==> src/rtl/dds_pkg.sv <==
// rtl/dds_pkg.sv - shared types, defaults and frame-length helper for the DDS UART transmitter
package dds_pkg;

   localparam int DEFAULT_DATA_BITS = 8;
   localparam int DEFAULT_STOP_BITS = 1;

   typedef enum logic [2:0] {
      IDLE  = 3'd0,
      ARMED = 3'd1,
      START = 3'd2,
      DATA  = 3'd3,
      PAR   = 3'd4,
      STOP  = 3'd5
   } tx_state_e;

   // Number of bit periods (ticks) one complete frame occupies on the line.
   function automatic int frame_ticks(input int data_bits, input int stop_bits, input bit parity);
      return 1 + data_bits + (parity ? 1 : 0) + stop_bits;
   endfunction

endpackage

==> src/rtl/dds_tx_shift.sv <==
// rtl/dds_tx_shift.sv - load/shift register and even-parity accumulator (parity with DDS_UART_TX_PARITY_EN)
module dds_tx_shift
   import dds_pkg::*;
#(
   parameter int DATA_BITS = DEFAULT_DATA_BITS
) (
   input  logic                 clk,
   input  logic                 rst,
   input  logic                 load,
   input  logic                 shift,
   input  logic [DATA_BITS-1:0] load_data,
   output logic                 lsb,
   output logic                 next_lsb
`ifdef DDS_UART_TX_PARITY_EN
   ,
   output logic                 parity
`endif
);

   logic [DATA_BITS-1:0] shift_q, shift_d;
`ifdef DDS_UART_TX_PARITY_EN
   logic                 parity_q, parity_d;
`endif

   // Load has priority: a new word replaces whatever is left of the previous one.
   always_comb begin
      shift_d = shift_q;
      if (load) begin
         shift_d = load_data;
      end else if (shift) begin
         shift_d = {1'b0, shift_q[DATA_BITS-1:1]};
      end
   end

`ifdef DDS_UART_TX_PARITY_EN
   // Parity is taken once from the word as latched, independent of shifting.
   always_comb begin
      parity_d = parity_q;
      if (load) begin
         parity_d = ^load_data;
      end
   end
`endif

   // Register update.
   always_ff @(posedge clk) begin
      if (rst) begin
         shift_q <= '0;
`ifdef DDS_UART_TX_PARITY_EN
         parity_q <= 1'b0;
`endif
      end else begin
         shift_q <= shift_d;
`ifdef DDS_UART_TX_PARITY_EN
         parity_q <= parity_d;
`endif
      end
   end

   assign lsb      = shift_q[0];
   assign next_lsb = shift_q[1];
`ifdef DDS_UART_TX_PARITY_EN
   assign parity   = parity_q;
`endif

endmodule

==> src/rtl/dds_uart_tx.sv <==
// rtl/dds_uart_tx.sv - tick-paced UART transmitter FSM and handshake (parity with DDS_UART_TX_PARITY_EN)
module dds_uart_tx
   import dds_pkg::*;
#(
   parameter int DATA_BITS = DEFAULT_DATA_BITS,
   parameter int STOP_BITS = DEFAULT_STOP_BITS
) (
   input  logic                 clk,
   input  logic                 rst,
   input  logic                 tick,
   input  logic [DATA_BITS-1:0] tx_data,
   input  logic                 tx_valid,
   output logic                 tx_ready,
   output logic                 txd,
   output logic                 busy
);

   localparam logic [3:0] LAST_BIT  = 4'(DATA_BITS - 1);
   localparam logic       LAST_STOP = 1'(STOP_BITS - 1);

   tx_state_e  state_q, state_d;
   logic       txd_q, txd_d;
   logic       busy_q, busy_d;
   logic [3:0] bit_cnt_q, bit_cnt_d;
   logic       stop_cnt_q, stop_cnt_d;
   logic       pend_q, pend_d;

   logic       final_stop;
   logic       xfer;
   logic       shift;
   logic       sh_lsb;
   logic       sh_next;
`ifdef DDS_UART_TX_PARITY_EN
   logic       sh_parity;
`endif

   // A word can be taken while idle, or during the last stop bit so the next
   // frame can follow without an idle gap.
   assign final_stop = (state_q == STOP) && (stop_cnt_q == LAST_STOP);
   assign tx_ready   = !rst && ((state_q == IDLE) || (final_stop && !pend_q));
   assign xfer       = tx_valid && tx_ready;

   dds_tx_shift #(
      .DATA_BITS (DATA_BITS)
   ) u_shift (
      .clk       (clk),
      .rst       (rst),
      .load      (xfer),
      .shift     (shift),
      .load_data (tx_data),
      .lsb       (sh_lsb),
      .next_lsb  (sh_next)
`ifdef DDS_UART_TX_PARITY_EN
      ,
      .parity    (sh_parity)
`endif
   );

   // Next-state and line value; everything except the handshake advances only on tick.
   always_comb begin
      state_d    = state_q;
      txd_d      = txd_q;
      bit_cnt_d  = bit_cnt_q;
      stop_cnt_d = stop_cnt_q;
      pend_d     = pend_q;
      shift      = 1'b0;
      case (state_q)
         IDLE: begin
            txd_d = 1'b1;
            if (xfer) begin
               state_d = ARMED;
            end
         end
         ARMED: begin
            if (tick) begin
               state_d = START;
               txd_d   = 1'b0;
            end
         end
         START: begin
            if (tick) begin
               state_d   = DATA;
               txd_d     = sh_lsb;
               bit_cnt_d = '0;
            end
         end
         DATA: begin
            if (tick) begin
               if (bit_cnt_q != LAST_BIT) begin
                  shift     = 1'b1;
                  txd_d     = sh_next;
                  bit_cnt_d = bit_cnt_q + 4'd1;
               end else begin
`ifdef DDS_UART_TX_PARITY_EN
                  state_d = PAR;
                  txd_d   = sh_parity;
`else
                  state_d    = STOP;
                  txd_d      = 1'b1;
                  stop_cnt_d = 1'b0;
`endif
               end
            end
         end
`ifdef DDS_UART_TX_PARITY_EN
         PAR: begin
            if (tick) begin
               state_d    = STOP;
               txd_d      = 1'b1;
               stop_cnt_d = 1'b0;
            end
         end
`endif
         STOP: begin
            if (tick) begin
               if (stop_cnt_q != LAST_STOP) begin
                  stop_cnt_d = stop_cnt_q + 1'b1;
               end else if (pend_q || xfer) begin
                  // A word taken on this same edge starts directly rather than being parked.
                  state_d = START;
                  txd_d   = 1'b0;
                  pend_d  = 1'b0;
               end else begin
                  state_d = IDLE;
               end
            end else if (xfer) begin
               pend_d = 1'b1;
            end
         end
         default: begin
            state_d = IDLE;
            txd_d   = 1'b1;
         end
      endcase
      busy_d = (state_d != IDLE) || pend_d;
   end

   // State register; reset aborts any frame and drops a pending word.
   always_ff @(posedge clk) begin
      if (rst) begin
         state_q    <= IDLE;
         txd_q      <= 1'b1;
         busy_q     <= 1'b0;
         bit_cnt_q  <= '0;
         stop_cnt_q <= 1'b0;
         pend_q     <= 1'b0;
      end else begin
         state_q    <= state_d;
         txd_q      <= txd_d;
         busy_q     <= busy_d;
         bit_cnt_q  <= bit_cnt_d;
         stop_cnt_q <= stop_cnt_d;
         pend_q     <= pend_d;
      end
   end

   assign txd  = txd_q;
   assign busy = busy_q;

endmodule

==> config.mk <==
export PLATFORM = sky130hd
export DESIGN_NAME = dds_uart_tx
export DESIGN_NICKNAME = d
export VERILOG_FILES = /design/src/rtl/dds_pkg.sv /design/src/rtl/dds_tx_shift.sv /design/src/rtl/dds_uart_tx.sv
export SDC_FILE = /design/constraint.sdc
export NUM_CORES = 1
export LEC_CHECK = 0
export ABC_AREA = 0
export BUFFER_PORTS_ARGS = -buffer_cell sky130_fd_sc_hd__buf_2
export CORE_AREA = 4 4 47 49
export DETAILED_ROUTE_END_ITERATION = 8
export DIE_AREA = 0 0 51 53
export PLACE_DENSITY = 0.79
export RECOVER_POWER = 25
export SYNTH_ARGS = -nofsm -noshare
export SYNTH_HDL_FRONTEND = slang
export SYNTH_SLANG_ARGS = --single-unit
==> constraint.sdc <==
create_clock -name clk -period 2.9 [get_ports clk]
set_clock_uncertainty 0.05 [all_clocks]
set_input_delay 0.145 -clock clk [delete_from_list [all_inputs] [get_ports clk]]
set_output_delay 0.145 -clock clk [all_outputs]
set_load 0.05 [all_outputs]
# Yosys cells after proc, flatten, opt, wreduce, memory -nomap -nowiden
# Cells that the tools add are included.
# word_totals
latch_bits	0
out_inout_bits	3
ff_bits	19
ram_bits	0
mem_count	0
mem_bits_ro	0
inputBits	12
word_cells	76
# classes
order_cmp	0
n_addsub	2
multipliers	0
n_bitwise	1
eq_ne	13
div	0
mux	36
shift	0
reduce_logical	17
# ops
operator	n
3-bit 2-to-1 mux	7
1-bit 2-to-1 mux	19
8-bit 2-to-1 mux	2
3-bit case mux with 5 select lines	1
2-bit inequality test, second input constant	7
4-bit 2-to-1 mux	3
4-bit case mux with 2 select lines	1
4-bit AND reduction	2
3-bit by 2-bit equality test with 1-bit output, second input constant	2
6-bit AND reduction	1
2-bit nonzero test	3
4-bit by 1-bit adder with 4-bit output, second input constant	1
1-bit logical AND	4
4-bit by 3-bit inequality test with 1-bit output, second input constant	1
1-bit case mux with 4 select lines	1
3-bit by 1-bit equality test with 1-bit output, second input constant	1
3-bit equality test, second input constant	1
3-bit logical NOT	1
1-bit logical OR	3
3-bit nonzero test	1
1-bit logical NOT	2
2-bit 2-to-1 mux	1
2-bit by 1-bit inequality test with 1-bit output, second input constant	1
1-bit case mux with 2 select lines	1
2 further kinds	2

# Logic depth before layout (Yosys ltp)
# Gate-level depths: netlist of the first run.
# depth
ltp_word	13
mapped_depth	7
depth_no_buf	5

# By module
# Synthesis of the first run repeated with hierarchy kept, for this count alone.
# unflattened
cells_unflattened	102
area_unflattened_um2	943.4
# modules_own_cells
module	area_each_um2	cells_per_inst	seq_area_each_um2	n_inst
dds_uart_tx	574.3	67	200.2	1
dds_tx_shift	369.1	35	160.2	1

# Worst setup path after synthesis of the first run
# No wires, ideal clock.
# synth_path
kind	register to register
startpoint	register bit_cnt_q[0]
endpoint	register u_shift.shift_q[1]
synth_period_minus_slack_ns	1.649
setup_time_ns	0.130
required_time_ns	2.720
path_buffers	2
stages_incl_launch_ff	8
setup_slack_ns	1.251
arrival_ns	1.469
cell_sequence	dfxtp_1 ha_1 and3b_1 buf_6 or3_4 buf_6 nand3_1 a31oi_1
# synth_between
elab_chain_cells	5
# synth_rtl
item	line_no	rtl
start: declaration	dds_uart_tx.sv:24	logic [3:0] bit_cnt_q, bit_cnt_d;
start signal: assignment	dds_uart_tx.sv:151	bit_cnt_q <= bit_cnt_d;
4-bit by 3-bit inequality test with 1-bit output	dds_uart_tx.sv:89	if (bit_cnt_q != LAST_BIT) begin
1-bit 2-to-1 mux	dds_uart_tx.sv:89	
1-bit 2-to-1 mux	dds_uart_tx.sv:88	if (tick) begin
1-bit 2-to-1 mux	dds_uart_tx.sv:67	case (state_q)
2-bit nonzero test (no source line)	n/a	
end signal: assignment	dds_tx_shift.sv:53	shift_q <= shift_d;
end: declaration	dds_tx_shift.sv:20	logic [DATA_BITS-1:0] shift_q, shift_d;
# Every way passes these cells.
# A chain may end at the register's enable or synchronous reset.

# Worst setup path in the final report of the first run
# layout_path
startpoint	register state_q[2]
endpoint	output port tx_ready
# layout_between
elab_chain_cells	5
word_cells_on_any_way	6
cone_classes	eq/ne: 1; reduce/logical: 5
# layout_rtl
item	line_no	rtl
start: declaration	dds_uart_tx.sv:21	tx_state_e state_q, state_d;
start signal: assignment	dds_uart_tx.sv:148	state_q <= state_d;
3-bit equality test	dds_uart_tx.sv:39	assign final_stop = (state_q == STOP) && (stop_cnt_q == LAST_STOP);
1-bit logical AND	dds_uart_tx.sv:39	
1-bit logical AND	dds_uart_tx.sv:40	assign tx_ready = !rst && ((state_q == IDLE) || (final_stop && !pend_q));
1-bit logical OR *	dds_uart_tx.sv:40	
1-bit logical AND *	dds_uart_tx.sv:40	
end: declaration	dds_uart_tx.sv:13	output logic tx_ready,
# Every way passes the cells marked *; elsewhere a longest branch is shown, timed or not.

==> flow_summary.json, run 1 <==
{
  "htree_levels": 1,
  "layout.nets": 140,
  "cts_made_buffers": 3,
  "post_cts_resized": 0,
  "start_kind": "flip-flop",
  "area_growth_pct": 4.434,
  "netlist_area_sq_mm": 0.001016,
  "fp.dieW_um": 51,
  "dr.pass1.iters": 4,
  "status": "finished, final reports clean",
  "synth_area_leader_cell": "dfxtp_1",
  "final_cell_mix": "18 x dfxtp_1, 14 x nand2_1, 12 x buf_2",
  "wl_per_cell_um": 14.29,
  "p_per_area_mw_per_mm2": 515.4,
  "final_common_cell": "dfxtp_1",
  "synth.net_count": 131,
  "antenna_cells": 0,
  "final_antenna_net_count": 0,
  "drt_iter0_markers": 27,
  "hold_buffers": 0,
  "setup_tns_ps": 0,
  "insertion_delay_ps": 300,
  "final_cells": 153,
  "slew_headroom": 0.5955,
  "synth.distinct_cells": 41,
  "netlist_instances": 118,
  "root_buffer": "clkbuf_4",
  "cap_violations": 0,
  "path_max_fanout": 12,
  "cts_tree": "done",
  "num_vias": 908,
  "drive_above_1_share": 0.1905,
  "avgSynthCellArea_sq_um": 8.610,
  "hpwl_um": 1566,
  "yosysWarnings": 0,
  "p_leak_nw": 0.3739,
  "dp_cells": 149,
  "post-cts-setup-buffers": 0,
  "initial_core_util": 0.5457,
  "setup_viol": 0,
  "io_pins": 15,
  "max_freq_mhz": 488.2,
  "finalCritPeriodShare": 0.7064,
  "routed_wl_um": 2187,
  "grt_max_degree": 18,
  "grt_pass1_wl_um": 3726,
  "die_area_sq_mm": 0.002703,
  "finalHoldViolations": 0,
  "antenna_found_initial": 0,
  "dieHeight_um": 53,
  "clockBufferDepth": 2,
  "ys_ff_latch": 18,
  "grt_pass1_vias": 884,
  "critPathArrivalTime_ps": 1850,
  "yosysTopAreaCellShare": 0.3547,
  "critPathKind": "flip-flop to output pin",
  "grt.overflow.total": 0,
  "place_congestion": 0.8480,
  "core_area_sq_mm": 0.001862,
  "critPathCaptureType": "output pin",
  "slew_viol_final": 0,
  "row_count": 16,
  "rsz0062_at_grt": "false",
  "vias_per_cell": 5.935,
  "fin_crit_ps": 2048,
  "hp-class": "input port to flip-flop",
  "route.detailed.drc": 0,
  "peakVddDrop_v": 0.0003245,
  "critPathRequiredTime_ps": 2710,
  "cts.sinks": 18,
  "clkTransAtPathRegs_ps": 110,
  "seq_area_frac_synth": 0.3547,
  "worst_pin_slew_ps": 609.3,
  "grt_usage": 0.1835,
  "yosys-top-cells-area": "dfxtp_1 35%, a31oi_1 5.5%, buf_6 5.5%",
  "port_buffers": 14
}
[registers in the layout, summed over array words and instances (netlist names)]
signal / flops
state_q: 3
u_shift.shift_q: 8
txd: 1
bit_cnt_q: 4
pend_q: 1
busy: 1
[cell type report]
| type | instances | area, sq um |
|---|---|---|
| fillers | 174 | 800.8 |
| multi-input cells | 85 | 544.3 |
| flip-flops and latches | 18 | 360.3 |
| repair buffers | 14 | 67.56 |
| clock buffers | 4 | 36.28 |
| well taps | 27 | 33.78 |
| inverters | 5 | 18.77 |
[metrics by stage]
stage	hold WS, ps	worst slack [ps]	cell area (sq um)	power [mW]	util
6_report	64.92	851.6	1061	0.5469	0.5699
5_1_grt	73.46	748.7	1061	0.5671	0.5699
4_1_cts	64.16	867.3	1067	0.5503	0.5733
3_5_place_dp	395.4	1223	1031	0.3916	0.5538
3_3_place_gp	390.7	1271	1031	0.3878	0.5538
2_1_floorplan	258.4	1251	1016	0.3725	-
[final timing paths]
check | startpoint | end | slack (ps) | cells after the start
hold / removal | tx_data[7] | u_shift.shift_q[7] | 60 | 3
setup reg to reg | state_q[1] | u_shift.shift_q[1] | 1210 | 4
hold reg to reg | u_shift.shift_q[0] | u_shift.shift_q[0] | 430 | 2
setup / recovery | state_q[2] | tx_ready | 850 | 4
[cells in the mapped netlist]
cell / number
a22o_1: 1
nand3b_2: 1
a21oi_1: 4
inv_1: 4
o211ai_1: 1
o31ai_1: 1
and2_1: 1
nand3_1: 9
nand2_1: 14
a311oi_1: 1
o211ai_4: 1
o31ai_2: 1
a21o_2: 1
o41ai_1: 1
o22ai_1: 1
mux2i_1: 2
o311ai_0: 1
buf_6: 5
a32oi_1: 1
dlymetal6s2s_1: 1
nand4_1: 7
a211o_1: 1
o21ai_0: 3
a31oi_1: 9
nor3b_1: 1
or3_4: 1
nor2_1: 6
inv_2: 1
nor3_4: 1
nand3b_1: 1
ha_1: 1
or4_1: 1
nor2b_1: 1
and3b_1: 2
nor2_2: 2
nor3_1: 2
or3b_1: 1
dfxtp_1: 18
buf_2: 4
a22oi_1: 2
or2_1: 1
[metal layers]
layer / wire, um / GRT usage / share of wire / vias up
li1: - / - / - / 451
met1: 920 / 0.2079 / 0.42 / 429
met2: 1132 / 0.3219 / 0.52 / 22
met3: 86 / 0.02535 / 0.039 / 6
met4: 48 / 0.1166 / 0.022 / 0
met5: 0 / 0 / 0 / -
[cells by family (layout without fill, tap and decap cells)]
| group | count (synthesis) | count (layout) | synth area share |
|---|---|---|---|
| buf+inv | 15 | 23 | 0.1059 |
| compound gates | 30 | 30 | 0.2192 |
| flops | 18 | 18 | 0.3547 |
| simple gates | 52 | 52 | 0.2882 |
| mux | 2 | 2 | 0.01971 |
| fa+ha+maj | 1 | 1 | 0.01231 |
[power breakdown]
part	leakage, nW	total [mW]	switching, mW	internal [mW]
clock network	0.0210	0.161	0.0848	0.0767
registers	0.147	0.279	0.0163	0.263
logic	0.206	0.106	0.0722	0.0340
total	0.374	0.547	0.173	0.374
[critical path, stage by stage (launching register included)]
cell,delay (ps)
dfxtp_1,590
and3b_1,310
or2_1,230
and2_1,150
buf_2,260
(Power assumes the default switching activity.)
==> run 2: changes to the inputs <==
- ABC_AREA: 0 -> 1
- CORE_AREA: 4 4 47 49 -> 4 4 48 50
- DIE_AREA: 0 0 51 53 -> 0 0 52 54
- PLACE_DENSITY: 0.79 -> 0.73
- clock period: 2.9 -> 2.1 ns (I/O delays scaled with it)
==> flow_summary.json, run 2 <==
{
  "status": "finished, final reports clean",
  "seq_area_frac_synth": 0.3735,
  "core_area_sq_mm": 0.001902,
  "combPwrFrac": 0.191,
  "wl_per_cell_um": 10.45,
  "post_cts_resized": 0,
  "stdcell_area_sq_mm": 0.001056,
  "critPathArrivalTime_ps": 1610,
  "fin_ws_ps": 333.3,
  "p_clk_frac": 0.296,
  "setup_viol": 0,
  "slew_viol_final": 0,
  "top_regs": "u_shift.shift_q (8), bit_cnt_q (4), state_q (3)",
  "final_common_cell": "nand2_1",
  "layout.nets": 165,
  "critPathKind": "flip-flop to output pin",
  "fin_crit_ps": 1767,
  "avgSynthCellArea_sq_um": 7.093,
  "setup_tns_ps": 0,
  "peakVddDrop_v": 0.0004191,
  "antenna_cells": 0,
  "holdPathStages": 3,
  "p_leak_nw": 0.4908,
  "clkTransAtPathRegs_ps": 100,
  "synth_edf_count": 0,
  "synth.net_count": 149,
  "cts.sinks": 18,
  "grt_pass1_wl_um": 3174,
  "hold_buffers": 0,
  "post-place-ws_ps": 579.7,
  "post-cts-setup-buffers": 0,
  "root_buffer": "clkbuf_4",
  "path_max_fanout": 8,
  "critPathRequiredTime_ps": 1950,
  "worst_pin_slew_ps": 594.3,
  "p_per_area_mw_per_mm2": 690.9,
  "grt_usage": 0.1518,
  "finalHoldViolations": 0,
  "synth_area_leader_cell": "dfxtp_1",
  "dpl_cell_area_sq_mm": 0.001042,
  "total_power_mw": 0.7296,
  "cts_tree": "done",
  "seq_power_share": 0.513,
  "dp_cells": 174,
  "max_freq_mhz": 566.0,
  "dr.pass1.iters": 4,
  "antenna_found_initial": 0,
  "p_sw_frac": 0.2992,
  "critPathCaptureType": "output pin",
  "area_growth_pct": 9.468,
  "place_congestion": 0.8502,
  "num_vias": 901,
  "cap_violations": 0,
  "yosysTopAreaCellShare": 0.3735,
  "switchingPower_mw": 0.2183,
  "die_area_sq_mm": 0.002808,
  "slew_headroom": 0.6055,
  "final_antenna_net_count": 0,
  "row_count": 16,
  "top_register": "u_shift.shift_q",
  "final_cell_mix": "38 x nand2_1, 18 x dfxtp_1, 12 x nor2_1, 12 x buf_2",
  "htree_levels": 1,
  "yosys-top-cells-area": "dfxtp_1 37%, nand2_1 15%, a21oi_1 5.7%",
  "netlist_area_sq_um": 964.7,
  "fp.dieW_um": 52,
  "hp-class": "input port to flip-flop",
  "cts_made_buffers": 3,
  "port_buffers": 14,
  "synth.distinct_cells": 23,
  "clockBufferDepth": 2,
  "yosysMostFrequentCell": "nand2_1",
  "reg2reg_depth": 7,
  "synthFlopType": "dfxtp_1",
  "insertion_delay_ps": 300,
  "grt_pass1_vias": 795,
  "io_pins": 15,
  "largest_reg_flops": 8,
  "vias_per_cell": 5.062,
  "ys_top_cells_by_count": "38 x nand2_1, 18 x dfxtp_1, 11 x a21oi_1, 11 x nand3_1",
  "finalCritPeriodShare": 0.8413,
  "ys_async_sr_fraction": 0,
  "netlist_instances": 136,
  "rsz0062_at_grt": "false",
  "grt.overflow.total": 0,
  "drive_above_1_share": 0.2119,
  "final_cells": 178,
  "initial_core_util": 0.5072,
  "power.internal_mw": 0.5113,
  "hpwl_um": 1448,
  "yosysWarnings": 0,
  "grt_max_degree": 16,
  "ys_ff_latch": 18,
  "routed_wl_um": 1860,
  "drt_iter0_markers": 14,
  "start_kind": "flip-flop",
  "dieHeight_um": 54,
  "fillers": 192,
  "route.detailed.drc": 0
}
run 2: cell count changes after synthesis, moves of 4 or more:
cell,before,now
a21oi_1,4,11
inv_2,1,6
inv_1,4,10
o21ai_0,3,7
a31oi_1,9,0
o21ai_1,0,5
nand2_1,14,38
nor2_1,6,10
nand4_1,7,2
buf_2,4,0
run 2: logic make-up after synthesis:
family	Yosys count	share of synthesized area
simple gates	69	0.3528
compound gates	28	0.1647
buf+inv	20	0.09598
flops	18	0.3735
fa+ha+maj	1	0.01297
run 2: cell type report:
type	instances	area, sq um	share of cell area
clock buffer	4	36.28	0.03436
multi-input combinational	98	491.7	0.4656
inverter	17	66.31	0.06280
timing repair buffer	14	67.56	0.06398
sequential	18	360.3	0.3412
tap	27	33.78	0.03199
run 2: worst paths after layout:
path	startpoint	end	slack [ps]
max	state_q[0]	tx_ready	330
min reg2reg	txd	txd	420
max reg2reg	state_q[0]	u_shift.shift_q[2]	510
min	tx_data[7]	u_shift.shift_q[7]	20
run 2: per-layer routing:
metal  track usage  part of all wire  up-vias  wire (um)
met5             0                 0        -          0
met2        0.2469              0.44       22        822
met1        0.1876              0.47      400        876
met4       0.09170             0.025        0         46
met3       0.02493             0.062        5        115
li1              -                 -      474          -
run 2: critical path: stages, from the launching register on:
cell	delay (ps)
dfxtp_1	520
nand4_1	230
a21oi_1	250
buf_2	300
run 2: stage by stage:
stage	hold slack, ps	util
6_report	21.71	0.5553
4_1_cts	17.96	0.5671
2_1_floorplan	124.1	-
5_1_grt	26.70	0.5553
3_5_place_dp	344.4	0.5480
3_3_place_gp	333.4	0.5480
run 2: power groups by stage:
stage	clock network (mW)	logic, mW	registers [mW]
after global placement	0	0.140	0.382
after CTS	0.220	0.143	0.375
after floorplan	0	0.101	0.394
after global routing	0.234	0.155	0.377
final	0.216	0.139	0.374
after detailed placement	0	0.142	0.383
